### src/rtl/jt10_mix_pkg.sv
// ============================================================================
// Module   : jt10_mix_pkg
// Brief    : Shared types and sizing helpers for the jt10_mix stereo mixer.
// Revision : 1.0  initial release
// ============================================================================
`default_nettype none

package jt10_mix_pkg;

    typedef enum logic [1:0] {
        ST_IDLE = 2'd0,
        ST_ACC  = 2'd1,
        ST_SAT  = 2'd2
    } state_e;

    function automatic int unity_gain(input int gain_w);
        return 1 << (gain_w - 1);
    endfunction

    // Wide enough that NUM_SRC worst-case products never wrap.
    function automatic int acc_width(input int in_w, input int gain_w, input int num_src);
        return in_w + gain_w + 1 + $clog2(num_src) + 1;
    endfunction

endpackage

`default_nettype wire

### src/rtl/jt10_mix_sat.sv
// ============================================================================
// Module   : jt10_mix_sat
// Brief    : Removes the gain scaling from an accumulator and clamps to OUT_W.
// Revision : 1.0  initial release
// ============================================================================
`default_nettype none

module jt10_mix_sat #(
    parameter int ACC_W  = 29,
    parameter int GAIN_W = 8,
    parameter int OUT_W  = 16
) (
    input  logic signed [ACC_W-1:0] acc,
    output logic signed [OUT_W-1:0] sat,
    output logic                    clip
);

    localparam logic signed [ACC_W-1:0] MAX_V = {{(ACC_W-OUT_W+1){1'b0}}, {(OUT_W-1){1'b1}}};
    localparam logic signed [ACC_W-1:0] MIN_V = {{(ACC_W-OUT_W+1){1'b1}}, {(OUT_W-1){1'b0}}};

    logic signed [ACC_W-1:0] shifted;

    always_comb begin
        // Arithmetic shift floors toward -inf, matching the original core.
        shifted = acc >>> (GAIN_W - 1);
        sat     = shifted[OUT_W-1:0];
        clip    = 1'b0;
        if (shifted > MAX_V) begin
            sat  = MAX_V[OUT_W-1:0];
            clip = 1'b1;
        end else if (shifted < MIN_V) begin
            sat  = MIN_V[OUT_W-1:0];
            clip = 1'b1;
        end
    end

endmodule

`default_nettype wire

### src/rtl/jt10_mix.sv
// ============================================================================
// Module   : jt10_mix
// Brief    : Time-multiplexed stereo mixer with per-source gain/mute and
//            saturation. Optional clip counter enabled by JT10_MIX_CLIP_CNT_EN.
// Revision : 1.0  initial release
// ============================================================================
`default_nettype none

module jt10_mix
    import jt10_mix_pkg::*;
#(
    parameter int NUM_SRC = 4,
    parameter int IN_W    = 16,
    parameter int GAIN_W  = 8,
    parameter int OUT_W   = 16
) (
    input  logic                        clk,
    input  logic                        rst_n,
    input  logic                        cen,
    input  logic [NUM_SRC*IN_W-1:0]     src_l,
    input  logic [NUM_SRC*IN_W-1:0]     src_r,
    input  logic                        src_valid,
    input  logic [NUM_SRC*GAIN_W-1:0]   gain_l,
    input  logic [NUM_SRC*GAIN_W-1:0]   gain_r,
    input  logic [NUM_SRC-1:0]          mute,
    output logic signed [OUT_W-1:0]     snd_left,
    output logic signed [OUT_W-1:0]     snd_right,
    output logic                        snd_sample,
    output logic                        clip_l,
    output logic                        clip_r,
    output logic                        overrun,
    output logic                        busy,
    output logic [15:0]                 clip_cnt,
    input  logic                        clip_clr
);

    localparam int ACC_W  = acc_width(IN_W, GAIN_W, NUM_SRC);
    localparam int PROD_W = IN_W + GAIN_W + 1;
    localparam int IDX_W  = (NUM_SRC > 1) ? $clog2(NUM_SRC) : 1;
    localparam logic [IDX_W-1:0] LAST_IDX = IDX_W'(NUM_SRC - 1);

    state_e                        state_q, state_d;
    logic [IDX_W-1:0]              idx_q, idx_d;
    logic signed [ACC_W-1:0]       acc_l_q, acc_l_d, acc_r_q, acc_r_d;
    logic [NUM_SRC*IN_W-1:0]       snap_src_l_q, snap_src_l_d, snap_src_r_q, snap_src_r_d;
    logic [NUM_SRC*GAIN_W-1:0]     snap_gain_l_q, snap_gain_l_d, snap_gain_r_q, snap_gain_r_d;
    logic [NUM_SRC-1:0]            snap_mute_q, snap_mute_d;
    logic signed [OUT_W-1:0]       snd_left_q, snd_left_d, snd_right_q, snd_right_d;
    logic                          clip_l_q, clip_l_d, clip_r_q, clip_r_d;
    logic                          snd_sample_q, snd_sample_d, overrun_q, overrun_d;

    logic signed [PROD_W-1:0]      prod_l, prod_r;
    logic signed [OUT_W-1:0]       sat_l, sat_r;
    logic                          sat_clip_l, sat_clip_r;

    // One multiplier per side, fed by the snapshot entry selected by idx.
    always_comb begin
        prod_l = $signed(snap_src_l_q[idx_q*IN_W +: IN_W])
               * $signed({1'b0, snap_gain_l_q[idx_q*GAIN_W +: GAIN_W]});
        prod_r = $signed(snap_src_r_q[idx_q*IN_W +: IN_W])
               * $signed({1'b0, snap_gain_r_q[idx_q*GAIN_W +: GAIN_W]});
        if (snap_mute_q[idx_q]) begin
            prod_l = '0;
            prod_r = '0;
        end
    end

    jt10_mix_sat #(.ACC_W(ACC_W), .GAIN_W(GAIN_W), .OUT_W(OUT_W)) u_sat_l (
        .acc  (acc_l_q),
        .sat  (sat_l),
        .clip (sat_clip_l)
    );

    jt10_mix_sat #(.ACC_W(ACC_W), .GAIN_W(GAIN_W), .OUT_W(OUT_W)) u_sat_r (
        .acc  (acc_r_q),
        .sat  (sat_r),
        .clip (sat_clip_r)
    );

    always_comb begin
        state_d       = state_q;
        idx_d         = idx_q;
        acc_l_d       = acc_l_q;
        acc_r_d       = acc_r_q;
        snap_src_l_d  = snap_src_l_q;
        snap_src_r_d  = snap_src_r_q;
        snap_gain_l_d = snap_gain_l_q;
        snap_gain_r_d = snap_gain_r_q;
        snap_mute_d   = snap_mute_q;
        snd_left_d    = snd_left_q;
        snd_right_d   = snd_right_q;
        clip_l_d      = clip_l_q;
        clip_r_d      = clip_r_q;
        snd_sample_d  = 1'b0;
        overrun_d     = cen & src_valid & (state_q != ST_IDLE);
        if (cen) begin
            case (state_q)
                ST_IDLE: begin
                    if (src_valid) begin
                        snap_src_l_d  = src_l;
                        snap_src_r_d  = src_r;
                        snap_gain_l_d = gain_l;
                        snap_gain_r_d = gain_r;
                        snap_mute_d   = mute;
                        acc_l_d       = '0;
                        acc_r_d       = '0;
                        idx_d         = '0;
                        state_d       = ST_ACC;
                    end
                end
                ST_ACC: begin
                    acc_l_d = acc_l_q + {{(ACC_W-PROD_W){prod_l[PROD_W-1]}}, prod_l};
                    acc_r_d = acc_r_q + {{(ACC_W-PROD_W){prod_r[PROD_W-1]}}, prod_r};
                    if (idx_q == LAST_IDX) begin
                        state_d = ST_SAT;
                    end else begin
                        idx_d = idx_q + IDX_W'(1);
                    end
                end
                ST_SAT: begin
                    snd_left_d   = sat_l;
                    snd_right_d  = sat_r;
                    clip_l_d     = sat_clip_l;
                    clip_r_d     = sat_clip_r;
                    snd_sample_d = 1'b1;
                    state_d      = ST_IDLE;
                end
                default: state_d = ST_IDLE;
            endcase
        end
    end

    always_ff @(posedge clk or negedge rst_n) begin
        if (!rst_n) begin
            state_q       <= ST_IDLE;
            idx_q         <= '0;
            acc_l_q       <= '0;
            acc_r_q       <= '0;
            snap_src_l_q  <= '0;
            snap_src_r_q  <= '0;
            snap_gain_l_q <= '0;
            snap_gain_r_q <= '0;
            snap_mute_q   <= '0;
            snd_left_q    <= '0;
            snd_right_q   <= '0;
            clip_l_q      <= 1'b0;
            clip_r_q      <= 1'b0;
            snd_sample_q  <= 1'b0;
            overrun_q     <= 1'b0;
        end else begin
            state_q       <= state_d;
            idx_q         <= idx_d;
            acc_l_q       <= acc_l_d;
            acc_r_q       <= acc_r_d;
            snap_src_l_q  <= snap_src_l_d;
            snap_src_r_q  <= snap_src_r_d;
            snap_gain_l_q <= snap_gain_l_d;
            snap_gain_r_q <= snap_gain_r_d;
            snap_mute_q   <= snap_mute_d;
            snd_left_q    <= snd_left_d;
            snd_right_q   <= snd_right_d;
            clip_l_q      <= clip_l_d;
            clip_r_q      <= clip_r_d;
            snd_sample_q  <= snd_sample_d;
            overrun_q     <= overrun_d;
        end
    end

    assign snd_left   = snd_left_q;
    assign snd_right  = snd_right_q;
    assign clip_l     = clip_l_q;
    assign clip_r     = clip_r_q;
    assign snd_sample = snd_sample_q;
    assign overrun    = overrun_q;
    assign busy       = (state_q != ST_IDLE);

`ifdef JT10_MIX_CLIP_CNT_EN
    logic [15:0] clip_cnt_q, clip_cnt_d;

    // Clear has priority over a clipping sample landing on the same edge.
    always_comb begin
        clip_cnt_d = clip_cnt_q;
        if (clip_clr) begin
            clip_cnt_d = '0;
        end else if (snd_sample_d && (clip_l_d || clip_r_d) && (clip_cnt_q != 16'hFFFF)) begin
            clip_cnt_d = clip_cnt_q + 16'd1;
        end
    end

    always_ff @(posedge clk or negedge rst_n) begin
        if (!rst_n) begin
            clip_cnt_q <= '0;
        end else begin
            clip_cnt_q <= clip_cnt_d;
        end
    end

    assign clip_cnt = clip_cnt_q;
`else
    logic unused_clip_clr;
    assign unused_clip_clr = clip_clr;
    assign clip_cnt        = '0;
`endif

endmodule

`default_nettype wire

### config.mk
export PLATFORM = sky130hd
export DESIGN_NAME = jt10_mix
export DESIGN_NICKNAME = d
export VERILOG_FILES = /design/src/rtl/jt10_mix_pkg.sv /design/src/rtl/jt10_mix_sat.sv /design/src/rtl/jt10_mix.sv
export SDC_FILE = /design/constraint.sdc
export NUM_CORES = 1
export LEC_CHECK = 0
export BUFFER_PORTS_ARGS = -buffer_cell sky130_fd_sc_hd__clkbuf_2
export CORE_MARGIN = 1
export CORE_UTILIZATION = 40
export CTS_CLUSTER_SIZE = 24
export DETAILED_ROUTE_END_ITERATION = 12
export GPL_TIMING_DRIVEN = 1
export PLACE_DENSITY = 0.64
export SLEW_MARGIN = 20
export SYNTH_ARGS = -nofsm -noshare
export SYNTH_HDL_FRONTEND = slang
export SYNTH_SLANG_ARGS = --single-unit
export TNS_END_PERCENT = 50
### constraint.sdc
create_clock -name clk -period 10.13 [get_ports clk]
set_input_delay 1.013 -clock clk [delete_from_list [all_inputs] [get_ports clk]]
set_output_delay 1.013 -clock clk [all_outputs]
set_load 0.005 [all_outputs]
==> results by group, run 1 <==
Setup path
  – Worst r2r src: idx_q[0]
  – Stages on worst setup path: 29
  – Critical path capture point: acc_l_q[27]
  – RR Endpoint: acc_l_q[27]
  – Worst path slowest cell: dfrtp_4
  – Crit path DAT: 9.08 ns
  – Register-to-register setup slack: 1.51 ns
  – R2R cell count: 29
  – Crit-path leading delay family: compound AO/OA/AOI/OAI gates
  – Crit end category: flop
  – Crit path max fanout: between 40 and 50
  – Crit. Startpoint: idx_q[0]
  – Startpoint types: flop
  – Max incr delay on CP: 0.98 ns
  – CP Buf/Inv Count: 3
  – Data required, critical path: 10.59 ns
  – WS Path Type: reg2reg

Layout
  – Share of layout cells above drive strength 1: 0.2257
  – Fillers: 5516
  – Post-route insts no fill: ~3300
  – P&R area growth vs syn: 12.85%
  – Fin util: 0.4564
  – Layout Nets: slightly above 3000

CTS
  – CTS Sinks: 292
  – Clk pin slew, worst setup/hold paths: about 0.06 ns
  – Worst-case clock buffer depth: 3
  – Postcts setup bufs: 0
  – # hold bufs at CTS: 0
  – Clock Latency Late Sink: 0.57 ns
  – CTS tree: yes
  – Post-CTS Resized: 0
  – Number of CTS-inserted buffers: 35
  – H-tree depth: 2
  – Root Buffer: clkbuf_16

Synthesis
  – Dominant synthesized flop cell: dfrtp_1
  – Fraction of registers with async set/reset: 1.000
  – Synthesized flop and latch total: 292
  – Post-synthesis cell count: approximately 2300
  – Number of synthesis warnings: 0
  – Post-synthesis cell area: 23870 um2
  – Synthesized area per cell: 10.42 um2
  – Post-synthesis sequential area ratio: 0.3062
  – Netlist cell types: 62
  – Post-synth EDFFs: 0

Floorplan
  – Chip height: 246.3 um
  – Die X: 246.3 um
  – Core Rows: between 80 and 90
  – DIE AREA: 60650 um2
  – Core box area: 59020 um2
  – I/O Pins: 254
  – Initial Util: 0.4044

Detailed routing
  – Met2 wirelength from detailed routing: 25.41 mm
  – First-iteration detailed-routing DRC count: approximately 740
  – Average wire per standard cell: 16.66 um
  – Vias/cell: about 5.0
  – Drt pass-1 iters: 7
  – Max Used Layer: met4
  – Routed wire length: between 50 and 60 mm
  – Vias post-DR: 16560
  – M1 WL: 25.23 mm
  – DR WL met3: 3.400 mm
  – DRC: 0
  – Antenna viol nets, final: 0

Timing
  – Final Hold Viols: 0
  – Tcrit/Tclk final: 0.8514
  – Clk_skew: 0.03099 ns
  – Worst slew margin: 0.3055
  – Tmin final: 8.624 ns
  – Max frequency: 0.1160 GHz
  – Actual slew at the worst max-slew pin: 1.029 ns
  – Setup WS post-layout: 1.506 ns
  – Final setup violation count: 0
  – RSZ-0062 raised after global routing: false
  – TNS Setup: 0 ns
  – Fin. max-slew vios: 0

Global routing
  – Grt ovf: 0
  – GRT Total Usage: 0.1872
  – Number of global-route vias before repair: 17840
  – Largest net degree at the start of global routing: 198
  – First-pass GRT wire length: 91.42 mm
  – Initial antenna violation count: 1

Place
  – Cell total after placement: 3233
  – Place WS: 1.452 ns
  – I/O Buffers: between 200 and 250
  – Final HPWL DP: 42.63 mm
  – Routability cong.: 0.8376

Flow run
  – Max-Cap Viols: 0

Outcome
  – Status: finished, final reports clean

Worst hold path
  – HP Class: reg2reg
==> cells in the mapped netlist (37+ instances only) <==
| master | instances | share of area |
|---|---|---|
| and2_1 | 154 | 0.040 |
| mux4_2 | 49 | 0.046 |
| a21o_1 | 49 | 0.015 |
| fa_1 | 206 | 0.17 |
| xor2_1 | 37 | 0.014 |
| o21ai_0 | 106 | 0.022 |
| mux2_2 | 197 | 0.093 |
| xnor2_1 | 50 | 0.018 |
| nand2_1 | 232 | 0.036 |
| inv_1 | 317 | 0.050 |
| nor2_1 | 80 | 0.013 |
| clkbuf_1 | 64 | 0.010 |
| a21oi_1 | 101 | 0.021 |
| dfrtp_1 | 292 | 0.31 |
| ha_1 | 154 | 0.081 |
==> worst min-delay path by stage <==
stage | from | depth (start not counted) | slack [ns] | to
after global placement | snd_left[1] | 2 | 0.47 | snd_left[1]
after global routing | snd_left[10] | 2 | 0.51 | snd_left[10]
after CTS | snd_right[15] | 2 | 0.48 | snd_right[15]
after floorplan | acc_l_q[2] | 2 | 0.46 | acc_l_q[2]
after detailed placement | snd_right[15] | 2 | 0.47 | snd_right[15]
final | snd_right[15] | 2 | 0.48 | snd_right[15]
==> worst min-delay path, delay by kind of cell (launching register included) <==
family / cells / cell delay (ns)
flip-flops: 1 / 0.34
AND/OR/NAND/NOR: 2 / 0.11
==> cell families after synthesis <==
group	synth area share
simple gates	0.1089
buf+inv	0.06700
fa+ha+maj	0.2544
compound gates	0.09148
flops	0.3062
mux	0.1400
xor+xnor	0.03193
other cells	0.0001571
==> flip-flops by register name, summed over array words and instances, names as in the netlist <==
signal,flops
snd_right,16
snap_gain_l_q,32
overrun,1
acc_r_q,28
snd_sample,1
clip_l,1
snap_gain_r_q,32
snd_left,16
snap_mute_q,4
clip_r,1
snap_src_r_q,64
acc_l_q,28
snap_src_l_q,64
state_q,2
idx_q,2
==> cell usage in the layout (no fill, tap or decap), types with 49 or more instances in the layout <==
master    instances
a21o_1           49
xnor2_1          50
nor2_1           79
fa_1            206
mux2_2          197
inv_1           317
mux4_2           49
dfrtp_1         290
clkbuf_2        235
ha_1            154
o21ai_0         106
a21oi_1          99
nand2_1         231
and2_1          154
==> area by class of cell <==
type / instances / area [um2] / area share
multi-input combinational: 1604 / 15040 / 0.5583
sequential: 292 / 7312 / 0.2715
timing repair buffer: 247 / 1286 / 0.04775
inverter: 317 / 1190 / 0.04418
clock buffer: 48 / 996.0 / 0.03698
tap: 773 / 967.2 / 0.03591
clock inverter: 13 / 142.6 / 0.005296
antenna: 1 / 2.502 / 0.00009291
==> metrics by stage <==
stage	area (um2)	hold slack (ns)
after floorplan	23920	0.4551
after global placement	25780	0.4660
after detailed placement	25780	0.4684
after CTS	26920	0.4836
after global routing	26930	0.5082
final	26930	0.4766
==> layer usage <==
layer  GRT usage  vias up
met5           0        -
met4     0.04176        0
met3     0.04608       61
met2      0.3032      367
met1      0.2524     8185
li1            -     7946
Power of run 1 is not shown: default switching activity piles up to over one toggle a cycle in this logic, so the estimate is an artifact.
==> run 2, diff against run 1 <==
--- a/config.mk
+++ b/config.mk
@@ -7,11 +7,11 @@
 export LEC_CHECK = 0
 export BUFFER_PORTS_ARGS = -buffer_cell sky130_fd_sc_hd__clkbuf_2
 export CORE_MARGIN = 1
-export CORE_UTILIZATION = 40
+export CORE_UTILIZATION = 50
 export CTS_CLUSTER_SIZE = 24
 export DETAILED_ROUTE_END_ITERATION = 12
 export GPL_TIMING_DRIVEN = 1
-export PLACE_DENSITY = 0.64
+export PLACE_DENSITY = 0.76
 export SLEW_MARGIN = 20
 export SYNTH_ARGS = -nofsm -noshare
 export SYNTH_HDL_FRONTEND = slang
==> run 2 against run 1 <==
Compared with the run above:
- the flow now finishes with violations (DRC)
- critical path depth down 1
- worst hold slack worse by 0.0020 ns
- count of clock-buffer cells in the layout is 6 lower
==> results by group, run 2 (same netlist as run 1, synthesis figures left out) <==
Floorplan
  – Chip height: 220.5 um (-10%)
  – Die X: 220.5 um (-10%)
  – I/O Pins: 254 (unchanged)
  – Initial Util: 0.5094 (+0.1050)
  – Core Rows: 79 (-11%)
  – Core box area: 46850 um2 (-21%)
  – DIE AREA: 48610 um2 (-20%)

CTS
  – CTS tree: yes
  – Clock Latency Late Sink: 0.60 ns (+0.03 ns)
  – Root Buffer: clkbuf_16
  – Clk pin slew, worst setup/hold paths: 0.06 ns (about the same)
  – CTS Sinks: 292 (unchanged)
  – Postcts setup bufs: 0 (unchanged)
  – Number of CTS-inserted buffers: 31 (-11%)
  – Worst-case clock buffer depth: 3 (unchanged)
  – H-tree depth: 1 (-1)
  – Post-CTS Resized: 0 (unchanged)
  – # hold bufs at CTS: 0 (unchanged)

Setup path
  – Crit end category: flop
  – WS Path Type: reg2reg
  – Most used cell, CP: fa_1
  – Data required, critical path: 10.62 ns (+0.03 ns)
  – Worst path slowest cell: dfrtp_4
  – Max incr delay on CP: 0.88 ns (-0.10 ns)
  – Startpoint types: flop
  – Crit path max fanout: 34 (-19%)
  – Crit path DAT: 9.14 ns (+0.06 ns)

Place
  – Routability cong.: 0.8794 (+5.0%)
  – Cell total after placement: 3067 (-5.1%)
  – I/O Buffers: 236 (unchanged)
  – Placed instance area: 25560 um2 (-0.86%)
  – Final HPWL DP: 41.54 mm (-2.6%)

Detailed routing
  – Drt pass-1 iters: 10 (+3)
  – Antenna viol nets, final: 0 (unchanged)
  – Average wire per standard cell: 17.11 um (+2.7%)
  – DRC: 7 (+7)
  – First-iteration detailed-routing DRC count: 839 (+14%)
  – Vias/cell: 5.367 (+6.8%)
  – Routed wire length: 53.46 mm (-2.6%)
  – Vias post-DR: 16770 (+1.3%)

Timing
  – Tmin final: 8.648 ns (+0.02349 ns)
  – Clk_skew: 0.02688 ns (-0.004111 ns)
  – Actual slew at the worst max-slew pin: 1.030 ns (+0.0008751 ns)
  – Worst slew margin: 0.3137 (+0.008121)
  – Tcrit/Tclk final: 0.8537 (+0.002319)
  – Fin. max-slew vios: 0 (unchanged)
  – Max frequency: 0.1156 GHz (-0.27%)
  – Final setup violation count: 0 (unchanged)
  – Final Hold Viols: 0 (unchanged)
  – TNS Setup: 0 ns (unchanged)
  – RSZ-0062 raised after global routing: false

Layout
  – Post-route insts no fill: 3124 (-5.2%)
  – Fillers: 3977 (-28%)
  – Final instance area: 26590 um2 (-1.3%)
  – Commonest non-fill, non-tap cell in the layout: inv_1
  – Share of layout cells above drive strength 1: 0.2247 (-0.001052)
  – Commonest cells after routing, fill and taps aside: inv_1, dfrtp_1, clkbuf_2, nand2_1, fa_1
  – Layout Nets: 3054 (-0.13%)
  – P&R area growth vs syn: 11.40%
  – Biggest regs: snap_src_l_q x64, snap_src_r_q x64

Global routing
  – Initial antenna violation count: 3 (+2)
  – First-pass GRT wire length: 90.20 mm (-1.3%)
  – GRT Total Usage: 0.2301 (+0.04290)
  – Largest net degree at the start of global routing: 126 (-36%)
  – Grt ovf: 0 (unchanged)
  – Number of global-route vias before repair: 17990 (+0.81%)

Outcome
  – Failing checks: DRC
  – Status: finished with violations

Flow run
  – Max-Cap Viols: 0 (unchanged)

Worst hold path
  – HP Class: reg2reg
[run 2: cell types whose count changed in the layout (fill, tap and decap cells not counted), sizes merged]
cell	previous run	this run
diode	1	2
bufinv	2	1
inv	318	319
clkinv	8	7
clkbuf	283	277
clkinvlp	2	3
[run 2: worst paths after layout]
check	start	to	slack, ns	cells past startpoint
worst max-delay path	idx_q[0]	acc_l_q[27]	1.48	28
worst min-delay path	snd_right[2]	snd_right[2]	0.47	2
worst max register to register	idx_q[0]	acc_l_q[27]	1.48	28
worst min register to register	snd_right[2]	snd_right[2]	0.47	2
max in group asynchronous	rst_n	acc_r_q[4]	7.71	3
min in group asynchronous	rst_n	snap_src_r_q[24]	0.48	1
[run 2: final cells by class]
cell class,instances,area (um2),area share
Inverter,317,1190,0.04475
Multi-Input combinational cell,1604,15030,0.5655
Timing Repair Buffer,247,1277,0.04805
Sequential cell,292,7312,0.2750
Clock buffer,42,897.1,0.03374
Tap cell,607,759.5,0.02856
Clock inverter,13,112.6,0.004235
Antenna cell,2,5.005,0.0001882
[run 2: worst max-delay path, delay by kind of cell, from the launching register on]
| family | cells | cell delay [ns] |
|---|---|---|
| xor+xnor | 2 | 0.35 |
| simple gates | 4 | 0.81 |
| buf+inv | 3 | 0.47 |
| flops | 1 | 0.88 |
| fa+ha+maj | 7 | 2.96 |
| compound gates | 11 | 2.40 |
| mux | 1 | 0.66 |
[run 2: stage by stage]
step	hold WS, ns	worst slack (ns)	utilization
after floorplan	0.4551	1.751	-
after global placement	0.4634	1.644	0.5455
after detailed placement	0.4683	1.509	0.5455
after CTS	0.4830	1.470	0.5671
after global routing	0.5014	0.8965	0.5675
final	0.4746	1.482	0.5675
[run 2: per-layer routing]
layer  up-vias  GRT usage  wire [um]
met5         -          0         11
met4         2    0.06069       1153
met3        83    0.04838       3477
met2       418     0.3717      25040
met1      8328     0.3153      23780
li1       7936          -          -
Power of run 2 is left out for the same reason.
==> run 3, diff against run 2 <==
--- a/config.mk
+++ b/config.mk
@@ -6,12 +6,14 @@
 export NUM_CORES = 1
 export LEC_CHECK = 0
 export BUFFER_PORTS_ARGS = -buffer_cell sky130_fd_sc_hd__clkbuf_2
+export CAP_MARGIN = 10
+export CORE_ASPECT_RATIO = 0.6
 export CORE_MARGIN = 1
-export CORE_UTILIZATION = 50
+export CORE_UTILIZATION = 51
 export CTS_CLUSTER_SIZE = 24
 export DETAILED_ROUTE_END_ITERATION = 12
 export GPL_TIMING_DRIVEN = 1
-export PLACE_DENSITY = 0.76
+export PLACE_DENSITY = 0.77
 export SLEW_MARGIN = 20
 export SYNTH_ARGS = -nofsm -noshare
 export SYNTH_HDL_FRONTEND = slang
==> run 3 against run 2 <==
Compared with the run above:
- the run now ends clean
- cell count grew 0.26%
- sequential cell count is the same
- critical path depth grew 1
- via count grew 2.1%
- critical endpoint is now acc_r_q[27]
==> results by group, run 3 (same netlist as run 1, synthesis figures left out) <==
Global routing
  – Number of global-route vias before repair: 17730 (-1.4%)
  – Initial antenna violation count: 1 (-2)
  – Largest net degree at the start of global routing: 198 (+57%)
  – GRT Total Usage: 0.2553 (+0.02528)
  – Grt ovf: 0 (unchanged)
  – First-pass GRT wire length: 96.11 mm (+6.5%)

CTS
  – Postcts setup bufs: 0 (unchanged)
  – Clk pin slew, worst setup/hold paths: 0.06 ns (about the same)
  – Worst-case clock buffer depth: 3 (unchanged)
  – CTS Sinks: 292 (unchanged)
  – Number of CTS-inserted buffers: 29 (-6.5%)
  – # hold bufs at CTS: 0 (unchanged)
  – CTS tree: yes
  – Clock Latency Late Sink: 0.59 ns (about the same)
  – Post-CTS Resized: 0 (unchanged)
  – Root Buffer: clkbuf_16
  – H-tree depth: 1 (unchanged)

Detailed routing
  – Vias post-DR: 17130 (+2.1%)
  – Vias/cell: 5.468 (+1.9%)
  – First-iteration detailed-routing DRC count: 1377 (+64%)
  – DRC: 0 (-7)
  – Antenna viol nets, final: 0 (unchanged)
  – Routed wire length: 59.39 mm (+11%)
  – Drt pass-1 iters: 5 (-5)
  – Average wire per standard cell: 18.96 um (+11%)

Setup path
  – WS Path Type: reg2reg
  – Crit end category: flop
  – Worst path slowest cell: dfrtp_4
  – Max incr delay on CP: 0.81 ns (-0.07 ns)
  – Crit path max fanout: 25 (-26%)
  – Crit path DAT: 9.27 ns (+0.13 ns)
  – Register-to-register setup slack: 1.37 ns (-0.12 ns)
  – Startpoint types: flop
  – Data required, critical path: 10.64 ns (+0.02 ns)

Floorplan
  – DIE AREA: 47690 um2 (-1.9%)
  – Die X: 281.3 um (+28%)
  – Chip height: 169.6 um (-23%)
  – Initial Util: 0.5246 (+0.01521)
  – Core box area: 45490 um2 (-2.9%)
  – I/O Pins: 254 (unchanged)
  – Core Rows: 60 (-24%)

Layout
  – Biggest regs: snap_src_l_q x64, snap_src_r_q x64
  – Layout Nets: 3054 (unchanged)
  – Share of layout cells above drive strength 1: 0.2218 (-0.002828)
  – P&R area growth vs syn: 11.60%
  – Commonest cells after routing, fill and taps aside: inv_1, dfrtp_1, clkbuf_2, nand2_1, fa_1
  – Commonest non-fill, non-tap cell in the layout: inv_1
  – Fin util: 0.5855 (+0.01799)

Outcome
  – Status: finished, final reports clean

Place
  – I/O Buffers: 236 (unchanged)
  – Final HPWL DP: 46.23 mm (+11%)
  – Routability cong.: 0.9099 (+3.5%)

Worst hold path
  – HP Class: in2async

Timing
  – Fin. max-slew vios: 0 (unchanged)
  – Tcrit/Tclk final: 0.8651 (+0.01144)
  – Worst slew margin: 0.2650 (-0.04863)
  – Actual slew at the worst max-slew pin: 1.095 ns (+0.06559 ns)
  – Final setup violation count: 0 (unchanged)
  – RSZ-0062 raised after global routing: false
  – Max frequency: 0.1141 GHz (-1.3%)
  – Tmin final: 8.764 ns (+0.1159 ns)
  – Clk_skew: 0.01554 ns (-0.01134 ns)
  – TNS Setup: 0 ns (unchanged)
  – Final Hold Viols: 0 (unchanged)

Flow run
  – Max-Cap Viols: 0 (unchanged)
-- run 3: worst max-delay path: cells and delay by family (launching register included) --
family,cells,cell delay (ns)
compound gates,14,2.94
mux,2,0.87
xor+xnor,2,0.37
buf+inv,3,0.57
flops,1,0.81
simple gates,2,0.34
fa+ha+maj,6,2.75
-- run 3: final timing paths --
path / start / to / depth (start not counted)
worst min-delay path: rst_n / acc_r_q[21] / 1
max in group asynchronous: rst_n / snap_gain_r_q[10] / 2
worst min register to register: snd_left[13] / snd_left[13] / 2
min in group clk: snd_left[13] / snd_left[13] / 2
worst max-delay path: idx_q[0] / acc_r_q[27] / 29
worst max register to register: idx_q[0] / acc_r_q[27] / 29
-- run 3: final cells by class --
cell class / count / area, um2
flip-flops and latches: 292 / 7312
multi-input cells: 1604 / 15030
repair buffers: 249 / 1325
clock inverters: 11 / 210.2
well taps: 620 / 775.7
inverters: 317 / 1190
fillers: 3759 / 18860
diodes: 1 / 2.502
clock buffers: 38 / 789.5
-- run 3: metal layers --
layer  share of wire  wire length [um]  global-route usage  vias up
li1                -                 -                   -     7918
met1            0.48             28660              0.3891     8537
met2            0.42             24660              0.3699      618
met3           0.088              5199             0.06512       53
met4           0.015               882             0.04230        0
met5               0                 0                   0        -
-- run 3: per-stage QoR --
step           hold slack (ns)  instance area [um2]  std cells  setup WS (ns)
6_report                0.3627                26640       3132          1.366
3_3_place_gp            0.4621                25600       3081          1.577
5_1_grt                 0.4131                26630       3131         0.9147
2_1_floorplan           0.4551                23920       2306          1.751
3_5_place_dp            0.4731                25600       3081          1.412
4_1_cts                 0.4081                26600       3130          1.376
Power of run 3 is left out for the same reason.
